`src/rtl/sddac_ctrl.sv`:
```
// sddac_ctrl: sample-rate strobe, sample FIFO and mute gain stage in front of
// the sddac sigma-delta modulator.
// Build option: define SDDAC_CTRL_RAMP_EN to get the click-free gain ramp
// (OFF/RAMP_UP/ON/RAMP_DOWN). Without it the gain switches hard between
// 0 and 256 (OFF/ON only) and RAMP_STEP has no effect.
module sddac_ctrl #(
    parameter int CLK_DIV    = 1000,
    parameter int FIFO_DEPTH = 4,
    parameter int RAMP_STEP  = 4
) (
    input  logic        clk,
    input  logic        rst_n,
    input  logic [15:0] s_data,
    input  logic        s_valid,
    output logic        s_ready,
    input  logic        mute,
    input  logic        clr_underrun,
    output logic        sample_tick,
    output logic [15:0] sig_out,
    output logic [7:0]  underrun_cnt
);

    localparam int CNT_W = (CLK_DIV > 1) ? $clog2(CLK_DIV) : 1;
    localparam int PTR_W = (FIFO_DEPTH > 1) ? $clog2(FIFO_DEPTH) : 1;
    localparam int OCC_W = PTR_W + 1;
    localparam logic [CNT_W-1:0] CNT_LAST = CNT_W'(CLK_DIV - 1);
    localparam logic [OCC_W-1:0] OCC_FULL = OCC_W'(FIFO_DEPTH);
    localparam logic [8:0]       G_FULL   = 9'd256;

    // Reject illegal parameter sets at elaboration time.
    generate
        if (CLK_DIV < 4 || FIFO_DEPTH < 2 || FIFO_DEPTH > 64 ||
            (FIFO_DEPTH & (FIFO_DEPTH - 1)) != 0 ||
            RAMP_STEP < 1 || (256 % RAMP_STEP) != 0) begin : g_bad_params
            $error("sddac_ctrl: illegal CLK_DIV/FIFO_DEPTH/RAMP_STEP");
        end
    endgenerate

    typedef enum logic [1:0] {
        ST_OFF       = 2'd0,
        ST_RAMP_UP   = 2'd1,
        ST_ON        = 2'd2,
        ST_RAMP_DOWN = 2'd3
    } state_t;

    logic [CNT_W-1:0] cnt_q, cnt_d;
    logic [PTR_W-1:0] wr_ptr_q, wr_ptr_d, rd_ptr_q, rd_ptr_d;
    logic [OCC_W-1:0] occ_q, occ_d;
    logic [15:0]      fifo_mem [FIFO_DEPTH];
    state_t           state_q, state_d;
    logic [8:0]       g_q, g_d;
    logic signed [15:0] sample_q, sample_d;
    logic [15:0]      sig_q, sig_d;
    logic [7:0]       under_q, under_d;

    logic        tick, full, empty, push, pop_req, pop;
    logic [15:0] head;
    logic signed [23:0] product;

    assign tick        = (cnt_q == CNT_LAST);
    assign full        = (occ_q == OCC_FULL);
    assign empty       = (occ_q == '0);
    assign s_ready     = ~full;
    assign push        = s_valid & ~full;
    assign pop         = pop_req & ~empty;
    assign head        = empty ? 16'h0000 : fifo_mem[rd_ptr_q];
    assign sample_tick = tick;
    assign sig_out     = sig_q;
    assign underrun_cnt = under_q;

    // Free-running sample-period counter, wraps in the tick cycle.
    always_comb begin
        cnt_d = tick ? '0 : cnt_q + CNT_W'(1);
    end

    // FIFO pointer and occupancy update; the full flag only depends on the
    // registered occupancy, so a same-cycle pop never frees a slot early.
    always_comb begin
        wr_ptr_d = push ? wr_ptr_q + PTR_W'(1) : wr_ptr_q;
        rd_ptr_d = pop  ? rd_ptr_q + PTR_W'(1) : rd_ptr_q;
        case ({push, pop})
            2'b10:   occ_d = occ_q + OCC_W'(1);
            2'b01:   occ_d = occ_q - OCC_W'(1);
            default: occ_d = occ_q;
        endcase
    end

`ifdef SDDAC_CTRL_RAMP_EN
    logic [9:0] g_sum;
    logic [8:0] g_up, g_dn;

    // Saturating gain step up/down for the ramp states.
    always_comb begin
        g_sum = {1'b0, g_q} + 10'(RAMP_STEP);
        g_up  = (g_sum >= 10'd256) ? G_FULL : g_sum[8:0];
        g_dn  = (g_q <= 9'(RAMP_STEP)) ? 9'd0 : g_q - 9'(RAMP_STEP);
    end
`endif

    // Mute state machine: next state, gain and popped sample, evaluated on ticks.
    always_comb begin
        state_d  = state_q;
        g_d      = g_q;
        sample_d = sample_q;
        pop_req  = 1'b0;
        if (tick) begin
            case (state_q)
                ST_OFF: begin
                    // Clearing the sample here keeps the first unmuted tick silent.
                    sample_d = '0;
                    g_d      = '0;
`ifdef SDDAC_CTRL_RAMP_EN
                    if (!mute) state_d = ST_RAMP_UP;
`else
                    if (!mute) begin
                        state_d = ST_ON;
                        g_d     = G_FULL;
                    end
`endif
                end
`ifdef SDDAC_CTRL_RAMP_EN
                ST_RAMP_UP: begin
                    pop_req  = 1'b1;
                    sample_d = head;
                    g_d      = g_up;
                    if (mute)                 state_d = ST_RAMP_DOWN;
                    else if (g_up == G_FULL)  state_d = ST_ON;
                end
                ST_ON: begin
                    pop_req  = 1'b1;
                    sample_d = head;
                    g_d      = G_FULL;
                    if (mute) state_d = ST_RAMP_DOWN;
                end
                ST_RAMP_DOWN: begin
                    pop_req  = 1'b1;
                    sample_d = head;
                    g_d      = g_dn;
                    if (!mute)               state_d = ST_RAMP_UP;
                    else if (g_dn == 9'd0)   state_d = ST_OFF;
                end
`else
                ST_ON: begin
                    pop_req  = 1'b1;
                    sample_d = head;
                    if (mute) begin
                        state_d = ST_OFF;
                        g_d     = '0;
                    end
                end
`endif
                default: begin
                    state_d = ST_OFF;
                    g_d     = '0;
                end
            endcase
        end
    end

    // Underrun counter: saturating, clear wins over a same-cycle increment.
    always_comb begin
        under_d = under_q;
        if (pop_req && empty && under_q != 8'hFF) under_d = under_q + 8'd1;
        if (clr_underrun) under_d = '0;
    end

    // Gain multiply: signed 16x9 product, arithmetic shift by 8.
    always_comb begin
        product = $signed(24'(sample_q)) * $signed(24'(g_q));
        sig_d   = 16'(product >>> 8);
    end

    // Sample storage; no reset so it maps onto distributed/block RAM.
    always_ff @(posedge clk) begin
        if (push) fifo_mem[wr_ptr_q] <= s_data;
    end

    // State registers.
    always_ff @(posedge clk or negedge rst_n) begin
        if (!rst_n) begin
            cnt_q    <= '0;
            wr_ptr_q <= '0;
            rd_ptr_q <= '0;
            occ_q    <= '0;
            state_q  <= ST_OFF;
            g_q      <= '0;
            sample_q <= '0;
            sig_q    <= '0;
            under_q  <= '0;
        end else begin
            cnt_q    <= cnt_d;
            wr_ptr_q <= wr_ptr_d;
            rd_ptr_q <= rd_ptr_d;
            occ_q    <= occ_d;
            state_q  <= state_d;
            g_q      <= g_d;
            sample_q <= sample_d;
            sig_q    <= sig_d;
            under_q  <= under_d;
        end
    end

endmodule

```
`config.mk`:
```
export PLATFORM = sky130hd
export DESIGN_NAME = sddac_ctrl
export DESIGN_NICKNAME = d
export VERILOG_FILES = /design/src/rtl/sddac_ctrl.sv
export SDC_FILE = /design/constraint.sdc
export NUM_CORES = 1
export LEC_CHECK = 0
export BUFFER_PORTS_ARGS = -buffer_cell sky130_fd_sc_hd__buf_2
export CAP_MARGIN = 20
export CORE_MARGIN = 5
export CORE_UTILIZATION = 40
export CTS_BUF_LIST = sky130_fd_sc_hd__clkbuf_4 sky130_fd_sc_hd__clkbuf_8
export DETAILED_ROUTE_END_ITERATION = 12
export PLACE_DENSITY_LB_ADDON = 0.3
export SETUP_SLACK_MARGIN = 0.2
export SLEW_MARGIN = 20
export SYNTH_ARGS = -nofsm -noshare
export SYNTH_HDL_FRONTEND = slang
export SYNTH_SLANG_ARGS = --single-unit
```
`constraint.sdc`:
```
create_clock -name clk -period 3.7 [get_ports clk]
set_input_delay 0.555 -clock clk [delete_from_list [all_inputs] [get_ports clk]]
set_output_delay 0.555 -clock clk [all_outputs]
set_load 0.01 [all_outputs]
```
### Word-level counts from Yosys, hierarchy flattened

Memories as Yosys holds them, arrays and structs flattened.
Cells that the tools add are included.

| storage, ports and cells | value |
|---|---|
| register bits after elaboration | 68 |
| memory bits (writable) | 64 |
| input port bits | 21 |
| output and inout port bits | 26 |
| word-level logic and storage cells | 55 |
| memories kept | 1 |

| operators by class | value |
|---|---|
| add/sub/neg operators | 6 |
| multipliers | 1 |
| equality and inequality tests | 8 |
| muxes and demuxes | 16 |
| bitwise logic cells | 4 |
| reductions and logical operators | 10 |

Memory list:

| memory | words | width | read ports | clocked after memory_dff | write ports | RTL line | source |
|---|---|---|---|---|---|---|---|
| fifo_mem | 4 | 16 | 1 | 0 | 1 | 49 | `logic [15:0] fifo_mem [FIFO_DEPTH];` |

Operators by type and width:

| kind | number |
|---|---|
| case mux 16 bit (2 select lines) | 1 |
| multiplier 16 x 10 -> 24 bit | 1 |
| two-way mux 9 bit | 2 |
| case mux 9 bit (2 select lines) | 1 |
| two-way mux 16 bit | 1 |
| two-way mux 8 bit | 2 |
| adder 10 x 1 -> 10 bit (second input constant) | 1 |
| == test 10 bit (second input constant) | 1 |
| two-way mux 10 bit | 1 |
| adder 8 x 1 -> 8 bit (second input constant) | 1 |
| != test 8 bit (second input constant) | 1 |
| case mux 3 bit (2 select lines) | 1 |
| nonzero test 2 bit | 3 |
| adder 2 x 1 -> 2 bit (second input constant) | 2 |
| == test 2 bit (second input constant) | 2 |
| two-way mux 1 bit | 4 |
| two-way mux 2 bit | 2 |
| != test 2 bit (second input constant) | 2 |
| case mux 2 bit (2 select lines) | 1 |
| AND reduction 2 bit | 2 |
| adder 3 x 1 -> 3 bit (second input constant) | 1 |
| == test 3 bit (second input constant) | 1 |
| zero test 3 bit | 1 |
| AND reduction 3 bit | 1 |
| other kinds (6) | 9 |

### Depth between registers and ports, before layout

Gate-level depths: netlist of the first run.

| logic depth | value |
|---|---|
| depth after elaboration | 7 |
| mapped depth | 9 |
| mapped depth without buffers | 9 |

### Worst setup path before layout of the first run

OpenSTA, ideal clock, no wires.

| timing path | value |
|---|---|
| kind | reg2reg |
| start | reg cnt_q[0] |
| end | reg occ_q[1] |
| library setup time | 0.125 ns |
| arrival time | 2.480 ns |
| data required time | 3.575 ns |
| setup slack | 1.096 ns |
| stages on the path, launching flop included | 8 |
| buffers on the path | 1 |
| period minus slack after synthesis | 2.604 ns |
| cell sequence | dfrtp_1 > ha_1 > nand3b_1 > nor4_2 > buf_2 > ha_1 > fa_1 > mux2_2 |

| between the ends | value |
|---|---|
| cells in the longest elaborated chain, start to end | 5 |
| elaborated cells between the ends (all ways) | 7 |
| classes of those cells | 3 x eq/ne; 2 x mux; 1 x bitwise; 1 x reduce/logical |

RTL lines:

| element | RTL line | source |
|---|---|---|
| start: declaration | 46 | `logic [CNT_W-1:0] cnt_q, cnt_d;` |
| start signal: assignment | 191 | `cnt_q <= cnt_d;` |
| == test 10 bit (*) | 60 | `assign tick = (cnt_q == CNT_LAST);` |
| two-way mux 1 bit (*) | 106 | `if (tick) begin` |
| bitwise AND 1 bit (*) | 65 | `assign pop = pop_req & ~empty;` |
| via pop | 56 | `logic tick, full, empty, push, pop_req, pop;` |
| == test 2 x 1 -> 1 bit or == test 2 bit (tied branches) | 81 | `case ({push, pop})` |
| case mux 3 bit (2 select lines) (*) | 81 |  |
| via occ_d[1] | 48 | `logic [OCC_W-1:0] occ_q, occ_d;` |
| end signal: assignment | 184 | `occ_q <= '0;` |
| end signal: assignment | 194 | `occ_q <= occ_d;` |
| end: declaration | 48 |  |

The timed path passes the listed nets; every way through them passes the cells marked *.
A chain may end at the register's enable or synchronous reset.

### Final worst setup path of the first run

| timing path | value |
|---|---|
| start | reg cnt_q[0] |
| end | out sample_tick |

| between the ends | value |
|---|---|
| cells in the longest elaborated chain, start to end | 1 |

RTL lines:

| element | RTL line | source |
|---|---|---|
| == test 10 bit | 60 |  |
| end: declaration | 18 | `output logic sample_tick,` |

Every way passes these cells.

==> results of run 1 <==
[logic make-up after synthesis]
| logic type | share of synthesized area (%) |
|---|---|
| buffers and inverters | 1.76 |
| muxes | 8.17 |
| AOI/OAI and AO/OA | 6.05 |
| adders and majority gates | 2.75 |
| and+or+nand+nor | 8.61 |
| DFF | 70.5 |
| xor gates and xnor gates | 2.18 |
[cell usage in the layout, fill, tap and decap left out, types with 2 or more instances in the layout]
cell       synthesis  routed
edfxtp_1          64      64
dfrtp_1           59      59
buf_2              2      46
and2_1            18      18
clkbuf_8           0      18
mux4_2            16      16
a22o_1            16      16
inv_1             10      10
ha_1               9       9
nand2_1            8       8
nor2_1             8       8
and3_1             7       7
a21oi_1            7       7
xnor2_1            7       7
nand3_1            6       6
o31ai_1            5       5
xor2_1             5       5
o21ai_0            4       4
or4_1              4       4
buf_4              1       4
or3_1              3       3
mux2_2             3       3
bufinv_16          0       3
inv_6              0       3
nand4_1            2       2
nor3_1             3       2
o41ai_1            2       2
nor4_1             2       2
clkinv_2           0       2
clkinv_4           0       2
inv_4              0       2
[where the power goes]
group,switching [W],total (W),internal (W)
Clock,0.000530,0.00123,0.000698
Sequential,0.0000588,0.00169,0.00163
Combinational,0.000185,0.000291,0.000106
Total,0.000774,0.00321,0.00244
[metrics by stage]
| step | std cells | total power, W | instance area [sq um] |
|---|---|---|---|
| floorplan | 294 | 0.00189 | 4820 |
| global placement | 480 | 0.00200 | 5230 |
| detailed placement | 480 | 0.00203 | 5230 |
| CTS | 512 | 0.00326 | 5650 |
| global route | 512 | 0.00336 | 5650 |
| finish | 512 | 0.00321 | 5650 |
[path summary, 6_finish.rpt]
path / startpoint / end / cells past startpoint
max in group asynchronous: rst_n / sample_q[4] / 2
min in group clk: s_data[8] / fifo_mem[3][8] / 1
max: cnt_q[0] / sample_tick / 5
min: rst_n / underrun_cnt[4] / 1
min reg2reg: cnt_q[0] / cnt_q[0] / 1
max reg2reg: cnt_q[0] / occ_q[1] / 7
[area by class of cell]
class	instances	area (sq um)	area share, %
Tap cell	147	184	3.25
Sequential cell	123	3400	60.1
Multi-Input combinational cell	150	1350	23.9
Inverter	10	37.5	0.664
Clock inverter	13	164	2.90
Timing Repair Buffer	50	260	4.60
Clock buffer	19	255	4.52
[per-layer routing]
| layer | share of wire, % | track usage [%] | vias up | wire length, microns |
|---|---|---|---|---|
| met5 | 0 | 0 | - | 0 |
| met4 | 0.43 | 4.51 | 0 | 37 |
| met3 | 4.7 | 4.81 | 2 | 412 |
| met2 | 53 | 23.0 | 55 | 4570 |
| met1 | 42 | 16.0 | 1367 | 3680 |
| li1 | - | - | 1240 | - |
[registers in the layout, summed over array words and instances, names as in the netlist]
register and count:
cnt_q 10, fifo_mem 64, g_q 1, occ_q 3
rd_ptr_q 2, sample_q 16, sig_out 16, state_q 1
underrun_cnt 8, wr_ptr_q 2
==> key figures, run 1 <==
Outcome
  – Outcome: finished clean

Clocking
  – Root buf cell: clkbuf_8
  – Post_cts resized: 0
  – CTS Buffer Depth: 2
  – TritonCTS clock tree: done
  – Worst-Skew Late Latency: 0.42 ns
  – Sink Count: 123
  – Htree depth: 4
  – Reg clk slew, reported paths: 0.07 ns
  – Post-CTS setup buffers: 0
  – Total CTS buffers: 17
  – Post-CTS Hold Buffers: 0

Timing
  – Max Slew Vio Count: 0
  – Final Hold Slack: 0.268 ns
  – Hold Fails Final Rpt: 0
  – Fmax: 323 MHz
  – Tmin final: 3.09 ns
  – Relative slew margins: 33.1%
  – Post-route setup slack: 0.606 ns
  – Setup_tns: 0 ns
  – Final setup vio count: 0
  – RSZ-0062 raised after global routing: false
  – Final period util: 83.6%
  – Worst slew pin tran: 1.00 ns
  – Worst Skew: 0.0114 ns

Die
  – Die width: 120 microns
  – Die Ht: 120 microns
  – Starting Density: 40.5%
  – # rows: 40
  – Ports: 47
  – Core Box Area: 0.0119 sq mm
  – Die area: 0.0144 sq mm

Worst setup path
  – Peak fanout along the critical path: 22
  – Worst R2R Setup Slack: 1.25 ns
  – Setup CP Type: reg -> out
  – Setup crit end kind: output port
  – Top delay family on crit path: simple AND/OR/NAND/NOR gates
  – CP peak stage delay: 0.69 ns
  – Crit path buf inv count: 2
  – CP required: 3.14 ns
  – Crit path arrival time: 2.54 ns
  – CP startpoint kind: register
  – Crit-path slowest cell: or3_1
  – Worst-path cell chain: ha_1, nand3b_1, or3_1, inv_1, buf_2

Layout
  – Antenna diode count: 0
  – Layout area overhead: 17.2%
  – Share of cells above drive strength 1: 28.8%
  – Filler Cell Count: 1,061
  – Final cell utilization of the core: 47.4%
  – # nets final: 383

Synthesis
  – Flop and latch count out of synthesis: 123
  – Post-Syn Area per Cell: 16.4 sq um
  – Synth async-reset ratio: 48.0%
  – Synth area leader: edfxtp_1
  – Number of synthesized flops with an enable pin: 64
  – YS warnings: 0
  – Post-Synthesis Cells: 294
  – Yosys top cell area share: 39.9%
  – Netlist Area Pre-Place: 0.00482 sq mm
  – Most frequent cells after synthesis: edfxtp_1 (64), dfrtp_1 (59), and2_1 (18)
  – Synthesized netlist net count: 325
  – Count leader, synth: edfxtp_1
  – Sequential fraction of the synthesis area: 70.5%
  – Top post-synthesis cells by area: edfxtp_1 (40%), dfrtp_1 (31%), mux4_2 (7.5%), a22o_1 (2.9%), and2_1 (2.3%)
  – Distinct cells, synth: 42
  – Ys flop type: edfxtp_1

Detailed routing
  – Vias: 2,664
  – Pre-antenna DRT Iters: 4
  – Initial drt markers: 148
  – Post-route ant nets: 0
  – Final WL: 8710 microns
  – Via density: 5.20
  – DRC: 0
  – Routed WL per cell: 17.0 microns

Global route
  – Overall global routing resource usage: 13.5%
  – Vias in the first global route: 2,915
  – First-pass GRT wire length: 14,900 microns
  – Initial antenna violation count: 0
  – Gr ovfl total: 0
  – Largest net degree at the start of global routing: 43

Place
  – DP HPWL: 5550 microns
  – PortBufs: 46
  – Pre-CTS setup slack: 1.04 ns
  – Placer congestion estimate: 0.768

Power and ir drop
  – Static Leak: 2.32 nW
  – Max rail drop VDD: 0.407 mV
  – Pwr per Cell Area: 568 mW/mm^2

Flow run
  – Max-cap violations: 0

Hold path
  – Hold Crit Class: in -> async
Power figures use the tool's default switching activity.
==> run 2: changes to the inputs <==
==> constraint.sdc (replaced) <==
create_clock -name clk -period 3.05 [get_ports clk]
set_input_delay 0.4575 -clock clk [delete_from_list [all_inputs] [get_ports clk]]
set_output_delay 0.4575 -clock clk [all_outputs]
set_load 0.01 [all_outputs]
==> run 2 against run 1 <==
Count of clock-buffer cells in the layout did not move. Flip-flop and latch count did not move. Non-clock buffer count rose by 7. Die area did not move. Combinational power rose by 29%. Global-route usage rose by 0.15 points. Sequential power rose by 21%. Utilization rose by 0.67 points. Largest power group unchanged. Highest routed layer unchanged.
==> key figures, run 2 (synthesis results as in run 1) <==
Hold path
  – Hold Crit Class: in -> reg
  – Worst hold start: s_data[2]
  – Min-Delay Endpoint: fifo_mem[3][2]
  – Hold path depth: 1

Layout
  – Top reg by flops: fifo_mem
  – Final Non-Filler Cells: 519
  – # nets final: 390
  – Final cell utilization of the core: 48.1%
  – Share of cells above drive strength 1: 29.8%
  – Post-route design area: 0.00573 sq mm
  – Layout area overhead: 18.9%
  – Max reg flops: 64
  – Commonest cells after routing, fill and taps aside: edfxtp_1 (64), dfrtp_1 (59), buf_2 (46)
  – Most common cell after layout, fill and taps aside: edfxtp_1
  – Filler Cell Count: 1,022
  – Antenna diode count: 0

Timing
  – Max Slew Vio Count: 0
  – Final setup vio count: 0
  – Hold Fails Final Rpt: 0
  – RSZ-0062 raised after global routing: false
  – Worst slew pin tran: 0.837 ns
  – Relative slew margins: 44.2%
  – Setup_tns: 0 ns
  – Tmin final: 2.60 ns
  – Final period util: 85.3%
  – Fmax: 384 MHz
  – Worst Skew: 0.0116 ns

Detailed routing
  – DRC: 0
  – Pre-antenna DRT Iters: 4
  – Metal2 WL: 4320 microns
  – Via density: 5.15
  – Vias: 2,672
  – Max Used Layer: met4
  – Wire length on met1: 3920 microns
  – Initial drt markers: 205
  – Post-route ant nets: 0
  – Routed WL per cell: 16.9 microns
  – Final WL: 8750 microns
  – Met3 WL post-DR: 346 microns

Worst setup path
  – CP required: 2.59 ns
  – Top delay family on crit path: simple AND/OR/NAND/NOR gates
  – CP startpoint kind: register
  – Crit-path slowest cell: or3_4
  – Setup crit end kind: output port
  – Crit path buf inv count: 2
  – Peak fanout along the critical path: 11
  – Worst-path cell chain: ha_1, nand3b_1, or3_4, inv_1, buf_2
  – Reg2Reg Depth: 5
  – Setup CP Type: reg -> out
  – RR Endpoint: underrun_cnt[3]
  – Worst r2r src: cnt_q[0]
  – Crit path arrival time: 2.15 ns
  – Worst R2R Setup Slack: 0.77 ns
  – CP peak stage delay: 0.47 ns

Power and ir drop
  – Static Leak: 2.37 nW
  – Max rail drop VDD: 0.400 mV
  – Pwr per Cell Area: 698 mW/mm^2

Die
  – Die width: 120 microns
  – Die Ht: 120 microns
  – Ports: 47
  – Starting Density: 40.5%
  – # rows: 40
  – Die area: 0.0144 sq mm
  – Core Box Area: 0.0119 sq mm

Global route
  – First-pass GRT wire length: 14,900 microns
  – Initial antenna violation count: 0
  – Vias in the first global route: 2,861
  – Overall global routing resource usage: 13.7%
  – Gr ovfl total: 0
  – Largest net degree at the start of global routing: 26

Clocking
  – Htree depth: 4
  – Root buf cell: clkbuf_8
  – Worst-Skew Late Latency: 0.43 ns
  – Reg clk slew, reported paths: 0.07 ns
  – Post-CTS setup buffers: 0
  – TritonCTS clock tree: done
  – Total CTS buffers: 17
  – Sink Count: 123
  – CTS Buffer Depth: 2

Place
  – DP Area: 0.00527 sq mm
  – PortBufs: 46
  – DP HPWL: 5540 microns
  – Placer congestion estimate: 0.802
  – Placed cells: 486

Flow run
  – Max-cap violations: 0

Outcome
  – Outcome: finished clean
## run 2: repair_timing
item,4_1_cts,5_1_grt
gates resized for setup,0,1
hold buffers,1,0
endpoints found under the setup margin,0,1
hold endpoints to repair,18,0
## run 2: worst reg2reg max path: cells and delay by family (launching register included)
family / cells / cell delay, ns
AOI/OAI and AO/OA: 1 / 0.15
DFF: 1 / 0.39
adders and majority gates: 1 / 0.25
and+or+nand+nor: 3 / 1.43
## run 2: per-layer routing
| metal | global-route usage, % | vias up |
|---|---|---|
| li1 | - | 1250 |
| met1 | 17.3 | 1362 |
| met2 | 21.8 | 46 |
| met3 | 4.24 | 14 |
| met4 | 5.94 | 0 |
| met5 | 0 | - |
## run 2: final cells by class
class                   instances  area (sq um)  share of cell area (%)
well taps                     147           184                    3.21
clock buffers                  19           255                    4.45
multi-input cells             150          1350                    23.6
clock inverters                13           189                    3.30
repair buffers                 57           315                    5.50
inverters                      10          37.5                   0.655
flip-flops and latches        123          3400                    59.3
## run 2: worst max path at each step
stage,cells past startpoint,start,end,slack [ns]
floorplan,7,cnt_q[0],occ_q[1],0.45
global placement,4,occ_q[0],underrun_cnt[5],0.83
detailed placement,5,cnt_q[0],sample_tick,0.78
CTS,5,cnt_q[0],sample_tick,0.30
global route,5,cnt_q[0],sample_tick,0.30
finish,5,cnt_q[0],sample_tick,0.45
## run 2: power by group
part	internal, W	leakage (nW)	switching [W]
logic	0.000149	0.762	0.000224
clock network	0.000931	0.225	0.000647
registers	0.00197	1.38	0.0000735
total	0.00306	2.37	0.000944
## run 2: stage by stage
stage	hold WS, ns	worst slack, ns	power, W
global placement	0.430	0.827	0.00245
floorplan	0.162	0.446	0.00230
finish	0.246	0.447	0.00400
CTS	0.212	0.303	0.00406
global route	0.207	0.304	0.00420
detailed placement	0.440	0.776	0.00247
